### config.mk
export PLATFORM = sky130hd
export DESIGN_NAME = mem_wb_stage
export DESIGN_NICKNAME = d
export VERILOG_FILES = /design/src/rtl/mem_wb_stage.sv
export SDC_FILE = /design/constraint.sdc
export NUM_CORES = 1
export LEC_CHECK = 0
export BUFFER_PORTS_ARGS = -buffer_cell sky130_fd_sc_hd__buf_4
export CELL_PAD_IN_SITES_DETAIL_PLACEMENT = 1
export CELL_PAD_IN_SITES_GLOBAL_PLACEMENT = 1
export CORE_MARGIN = 8
export CORE_UTILIZATION = 35
export DETAILED_ROUTE_END_ITERATION = 12
export PLACE_DENSITY_LB_ADDON = 0.1
export SLEW_MARGIN = 10
export SYNTH_ARGS = -nofsm -noshare
export SYNTH_HDL_FRONTEND = slang
export SYNTH_SLANG_ARGS = --single-unit
### constraint.sdc
create_clock -name clk -period 5.2 [get_ports clk]
set_input_delay 0.52 -clock clk [delete_from_list [all_inputs] [get_ports clk]]
set_output_delay 0.52 -clock clk [all_outputs]
set_load 0.03 [all_outputs]
### src/rtl/mem_wb_stage.sv
// MEM->WB pipeline register: CH register-file write channels with valid/ready flow control,
// flush, write-enable sanitising and a retire counter. Define MEM_WB_SKID_EN for the two-entry skid build.
module mem_wb_stage #(
    parameter int DATA_W = 32,
    parameter int ADDR_W = 5,
    parameter int CH     = 1
) (
    input  logic                 clk,
    input  logic                 rst,
    input  logic                 flush,
    input  logic                 in_valid,
    output logic                 in_ready,
    input  logic [CH*DATA_W-1:0] ans_i,
    input  logic [CH-1:0]        write_enable_i,
    input  logic [CH*ADDR_W-1:0] write_addr_i,
    output logic                 out_valid,
    input  logic                 out_ready,
    output logic [CH*DATA_W-1:0] ans_o,
    output logic [CH-1:0]        write_enable_o,
    output logic [CH*ADDR_W-1:0] write_addr_o,
    output logic [31:0]          retire_cnt
);

    // Drop writes to $zero and writes shadowed by a higher channel to the same register.
    function automatic logic [CH-1:0] sanitize_we(input logic [CH-1:0]        we,
                                                 input logic [CH*ADDR_W-1:0] addr);
        logic [CH-1:0] res;
        res = {CH{1'b0}};
        for (int k = 0; k < CH; k++) begin
            res[k] = we[k] && (addr[k*ADDR_W +: ADDR_W] != {ADDR_W{1'b0}});
            for (int j = k + 1; j < CH; j++) begin
                if (we[j] && (addr[j*ADDR_W +: ADDR_W] == addr[k*ADDR_W +: ADDR_W])) begin
                    res[k] = 1'b0;
                end
            end
        end
        return res;
    endfunction

    logic                 valid_q, valid_d;
    logic [CH*DATA_W-1:0] ans_q, ans_d;
    logic [CH*ADDR_W-1:0] addr_q, addr_d;
    logic [CH-1:0]        we_q, we_d;
    logic [31:0]          cnt_q, cnt_d;
    logic [CH-1:0]        load_we_s;
    logic                 in_ready_s;
    logic                 accept_s;
    logic                 fire_s;

    assign load_we_s = sanitize_we(write_enable_i, write_addr_i);
    assign accept_s  = in_valid & in_ready_s;
    assign fire_s    = valid_q & out_ready;

`ifdef MEM_WB_SKID_EN
    typedef enum logic [1:0] {
        S_EMPTY = 2'd0,
        S_ONE   = 2'd1,
        S_FULL  = 2'd2
    } state_t;

    state_t               state_q, state_d;
    logic                 in_ready_q, in_ready_d;
    logic [CH*DATA_W-1:0] skid_ans_q, skid_ans_d;
    logic [CH*ADDR_W-1:0] skid_addr_q, skid_addr_d;
    logic [CH-1:0]        skid_we_q, skid_we_d;

    assign in_ready_s = in_ready_q;

    // Skid buffer next state: main entry drives outputs, skid entry catches the beat that arrives during a stall.
    always_comb begin
        state_d     = state_q;
        ans_d       = ans_q;
        addr_d      = addr_q;
        we_d        = we_q;
        skid_ans_d  = skid_ans_q;
        skid_addr_d = skid_addr_q;
        skid_we_d   = skid_we_q;
        if (flush) begin
            state_d = S_EMPTY;
            we_d    = {CH{1'b0}};
        end else begin
            case (state_q)
                S_EMPTY: begin
                    if (accept_s) begin
                        ans_d   = ans_i;
                        addr_d  = write_addr_i;
                        we_d    = load_we_s;
                        state_d = S_ONE;
                    end else begin
                        state_d = S_EMPTY;
                    end
                end
                S_ONE: begin
                    if (accept_s && fire_s) begin
                        ans_d   = ans_i;
                        addr_d  = write_addr_i;
                        we_d    = load_we_s;
                    end else if (accept_s) begin
                        skid_ans_d  = ans_i;
                        skid_addr_d = write_addr_i;
                        skid_we_d   = load_we_s;
                        state_d     = S_FULL;
                    end else if (fire_s) begin
                        we_d    = {CH{1'b0}};
                        state_d = S_EMPTY;
                    end else begin
                        state_d = S_ONE;
                    end
                end
                S_FULL: begin
                    if (fire_s) begin
                        ans_d   = skid_ans_q;
                        addr_d  = skid_addr_q;
                        we_d    = skid_we_q;
                        state_d = S_ONE;
                    end else begin
                        state_d = S_FULL;
                    end
                end
                default: begin
                    we_d    = {CH{1'b0}};
                    state_d = S_EMPTY;
                end
            endcase
        end
        valid_d    = (state_d != S_EMPTY);
        in_ready_d = (state_d != S_FULL);
    end

    // Skid state and storage registers.
    always_ff @(posedge clk) begin
        if (rst) begin
            state_q     <= S_EMPTY;
            in_ready_q  <= 1'b1;
            skid_ans_q  <= {(CH*DATA_W){1'b0}};
            skid_addr_q <= {(CH*ADDR_W){1'b0}};
            skid_we_q   <= {CH{1'b0}};
        end else begin
            state_q     <= state_d;
            in_ready_q  <= in_ready_d;
            skid_ans_q  <= skid_ans_d;
            skid_addr_q <= skid_addr_d;
            skid_we_q   <= skid_we_d;
        end
    end
`else
    assign in_ready_s = ~valid_q | out_ready;

    // Single-entry next state; enables are cleared whenever the entry empties.
    always_comb begin
        valid_d = valid_q;
        ans_d   = ans_q;
        addr_d  = addr_q;
        we_d    = we_q;
        if (flush) begin
            valid_d = 1'b0;
            we_d    = {CH{1'b0}};
        end else if (accept_s) begin
            valid_d = 1'b1;
            ans_d   = ans_i;
            addr_d  = write_addr_i;
            we_d    = load_we_s;
        end else if (fire_s) begin
            valid_d = 1'b0;
            we_d    = {CH{1'b0}};
        end else begin
            valid_d = valid_q;
        end
    end
`endif

    // Retire counter counts every fire, including one coinciding with flush.
    always_comb begin
        if (fire_s) begin
            cnt_d = cnt_q + 32'd1;
        end else begin
            cnt_d = cnt_q;
        end
    end

    // Output register and counter.
    always_ff @(posedge clk) begin
        if (rst) begin
            valid_q <= 1'b0;
            ans_q   <= {(CH*DATA_W){1'b0}};
            addr_q  <= {(CH*ADDR_W){1'b0}};
            we_q    <= {CH{1'b0}};
            cnt_q   <= 32'd0;
        end else begin
            valid_q <= valid_d;
            ans_q   <= ans_d;
            addr_q  <= addr_d;
            we_q    <= we_d;
            cnt_q   <= cnt_d;
        end
    end

    assign in_ready       = in_ready_s;
    assign out_valid      = valid_q;
    assign ans_o          = ans_q;
    assign write_addr_o   = addr_q;
    assign write_enable_o = we_q;
    assign retire_cnt     = cnt_q;

endmodule
==> impl_metrics.ini <==
[timing]
hold_violations = 0
max_slew.worst_pin.slew_ps = 1063
slew_violations = 0
skew_ps = 7.736
period_share = 0.4371
fmax_mhz = 440.0
rsz0062_at_grt = false
min_period_ps = 2273
max_slew_margin = 0.2873
fin_tns_setup_ps = 0
setup_viol_count_final = 0

[placed_design]
port_buffers = 114
placed_area_sq_mm = 0.003860
dp.cells = 561
dp_hpwl_mm = 6.899
routabilityCongestion = 0.7751

[logic_synthesis]
synth_warnings = 0
synth_cell_types = 30
synth_cells = 362
syn_avg_cell_area_sq_um = 8.136
synth_top_area_frac = 0.4826
syn-num-nets = 406
yosysSeqAreaShare = 0.4826
netlist_area_sq_mm = 0.002945
synth_seq_cells = 71
synth_area_leader_cell = dfxtp_1
synthTopCellsByArea = dfxtp_1 48%, nand2_1 11%, a21oi_1 8.7%

[floorplan]
io_pins = 115
row_count = 33
core-area_sq_mm = 0.008175
dieArea_sq_mm = 0.01161
die_h_um = 107.7
start_util = 0.3603
die_x_um = 107.7

[cts]
postCtsSetupBuffers = 0
cts_tree = yes
cts_buffers = 9
root_buffer = clkbuf_8
post_cts_resized = 0
cts_hold_buffers = 0
htreeDepth = 3
clock-sinks = 71
clk_latency_ps = 330
clockBufferDepth = 2
clkTransAtPathRegs_ps = 80

[power]
switching_share = 0.2438
switching_power_mw = 0.2869
combinationalPowerShare = 0.102
irDropWorstVdd_uv = 144.9
internal_power_mw = 0.8900
cellLeakagePower_nw = 1.642
p_per_area_mw_per_mm2 = 288.3
clockPowerShare = 0.417
sequentialPowerShare = 0.481

[routing]
drc = 0
vias = 2977
ant_nets = 0
routedWlPerCell_um = 16.42
drt_pass1_iterations = 4
drt_iter0_drc = 116
routed_wl_mm = 9.473
via_per_inst = 5.159

[global_route]
globalRouteTotalUtil = 0.1593
grt_pass1_wl_mm = 15.09
grt_max_degree = 81
antenna_found_initial = 0
grt_pass1_vias = 2955
overflow = 0

[run]
drv_cap = 0

[setup_path]
critical_path_arrival_ps = 2500
cp-start-kind = register
path_class = reg -> reg
ff2ff_path_depth = 5
endpoint_kind = register
r2r_start = retire_cnt[1]$_SDFFE_PP0P_
required_ps = 5430
ff2ff_setup_slack_ps = 2930
r2r_end = retire_cnt[16]$_SDFFE_PP0P_
path_max_fanout = 8

[finish]
final_cell_mix = 116 x buf_4, 89 x nand2_1, 71 x dfxtp_1
design_area_sq_mm = 0.004083
final_cells = 577
fillCellCount = 1041
nets = 511
drive_above_1_share = 0.3051
final_common_cell = buf_4
area_growth_pct = 38.62
register_area_sq_mm = 0.001421
diodes = 0
multi_input_area_sq_mm = 0.001414

[run_status]
outcome = finished clean

[min_path]
min_to = out_valid$_SDFFE_PP0P_
hold_path_startpoint = flush
min_path_type = in -> reg
hold_depth = 2
[flip-flops by register name, indices dropped and copies added (netlist names)]
name and cells:
ans_o 32, out_valid 1, retire_cnt 32, write_addr_o 5
write_enable_o 1
[final cells by class]
| cell class | count | area share |
|---|---|---|
| inverters | 6 | 0.005516 |
| repair buffers | 116 | 0.2133 |
| well taps | 105 | 0.03218 |
| flip-flops and latches | 71 | 0.3481 |
| multi-input cells | 263 | 0.3463 |
| clock buffers | 11 | 0.03463 |
| clock inverters | 5 | 0.01992 |
[worst max-delay path by stage]
| stage | startpoint | to | slack, ps | cells past startpoint |
|---|---|---|---|---|
| 2_1_floorplan | retire_cnt[0]$_SDFFE_PP0P_ | retire_cnt[16]$_SDFFE_PP0P_ | 2910 | 7 |
| 3_3_place_gp | in_valid | ans_o[24]$_SDFFE_PP0P_ | 2930 | 6 |
| 3_5_place_dp | out_ready | retire_cnt[31]$_SDFFE_PP0P_ | 2910 | 5 |
| 4_1_cts | retire_cnt[0]$_SDFFE_PP0P_ | retire_cnt[16]$_SDFFE_PP0P_ | 2920 | 5 |
| 5_1_grt | out_valid$_SDFFE_PP0P_ | ans_o[31]$_SDFFE_PP0P_ | 2820 | 5 |
| 6_report | retire_cnt[1]$_SDFFE_PP0P_ | retire_cnt[16]$_SDFFE_PP0P_ | 2930 | 5 |
[kinds of logic (layout without fill, tap and decap cells)]
logic type / Yosys count / count (layout) / synth area share
AND/OR/NAND/NOR: 176 / 176 / 0.2910
flip-flops: 71 / 71 / 0.4826
AO/OA/AOI/OAI: 70 / 70 / 0.1296
buffers and inverters: 28 / 138 / 0.03908
XOR/XNOR: 9 / 9 / 0.02676
multiplexers: 7 / 7 / 0.02676
adder cells (fa/ha/maj): 1 / 1 / 0.004247
[synth_stat cells]
library cell	number
nand3_2	2
nand2_1	89
nor3_1	5
or3_1	5
a211oi_1	2
buf_6	1
nor2_1	18
or3_2	1
xnor2_1	2
o21ai_0	7
clkbuf_1	17
a21oi_1	51
nand4_2	1
nand3_1	10
nor2b_1	9
o2111ai_1	1
nand4_1	10
buf_1	2
and3_1	1
xor2_1	7
dfxtp_1	71
or4_1	17
and4_1	2
nor4_1	5
o31ai_1	9
mux2_2	7
and3_2	1
ha_1	1
inv_1	6
buf_2	2
[routing by layer]
metal | up-vias | routed length (um) | GRT usage
met4 | 0 | 25 | 0.02973
li1 | 1475 | - | -
met1 | 1416 | 4312 | 0.1961
met2 | 84 | 4486 | 0.2601
met3 | 2 | 649 | 0.05928
met5 | - | 0 | 0
[worst max-delay path, stage by stage, from the launching register on]
cell and delay [ps]:
dfxtp_1 460, ha_1 400, inv_1 90, or4_1 660
nor3_1 210, mux2_2 360
[through the flow]
step | total power, mW | worst slack (ps) | utilization | hold slack (ps)
4_1_cts | 1.198 | 2922 | 0.4994 | 363.4
5_1_grt | 1.227 | 2821 | 0.4994 | 371.2
3_5_place_dp | 0.7012 | 2905 | 0.4721 | 449.0
2_1_floorplan | 0.6391 | 2913 | - | 584.0
3_3_place_gp | 0.6982 | 2927 | 0.4721 | 442.9
6_report | 1.177 | 2927 | 0.4994 | 383.2
[power groups by stage]
stage	Combinational, mW	Sequential (mW)	Clock [mW]
2_1_floorplan	0.0335	0.606	0
3_3_place_gp	0.120	0.578	0
3_5_place_dp	0.122	0.579	0
4_1_cts	0.123	0.566	0.509
5_1_grt	0.131	0.568	0.527
6_report	0.120	0.566	0.491
Note: power is estimated with default switching activity, not from simulation.
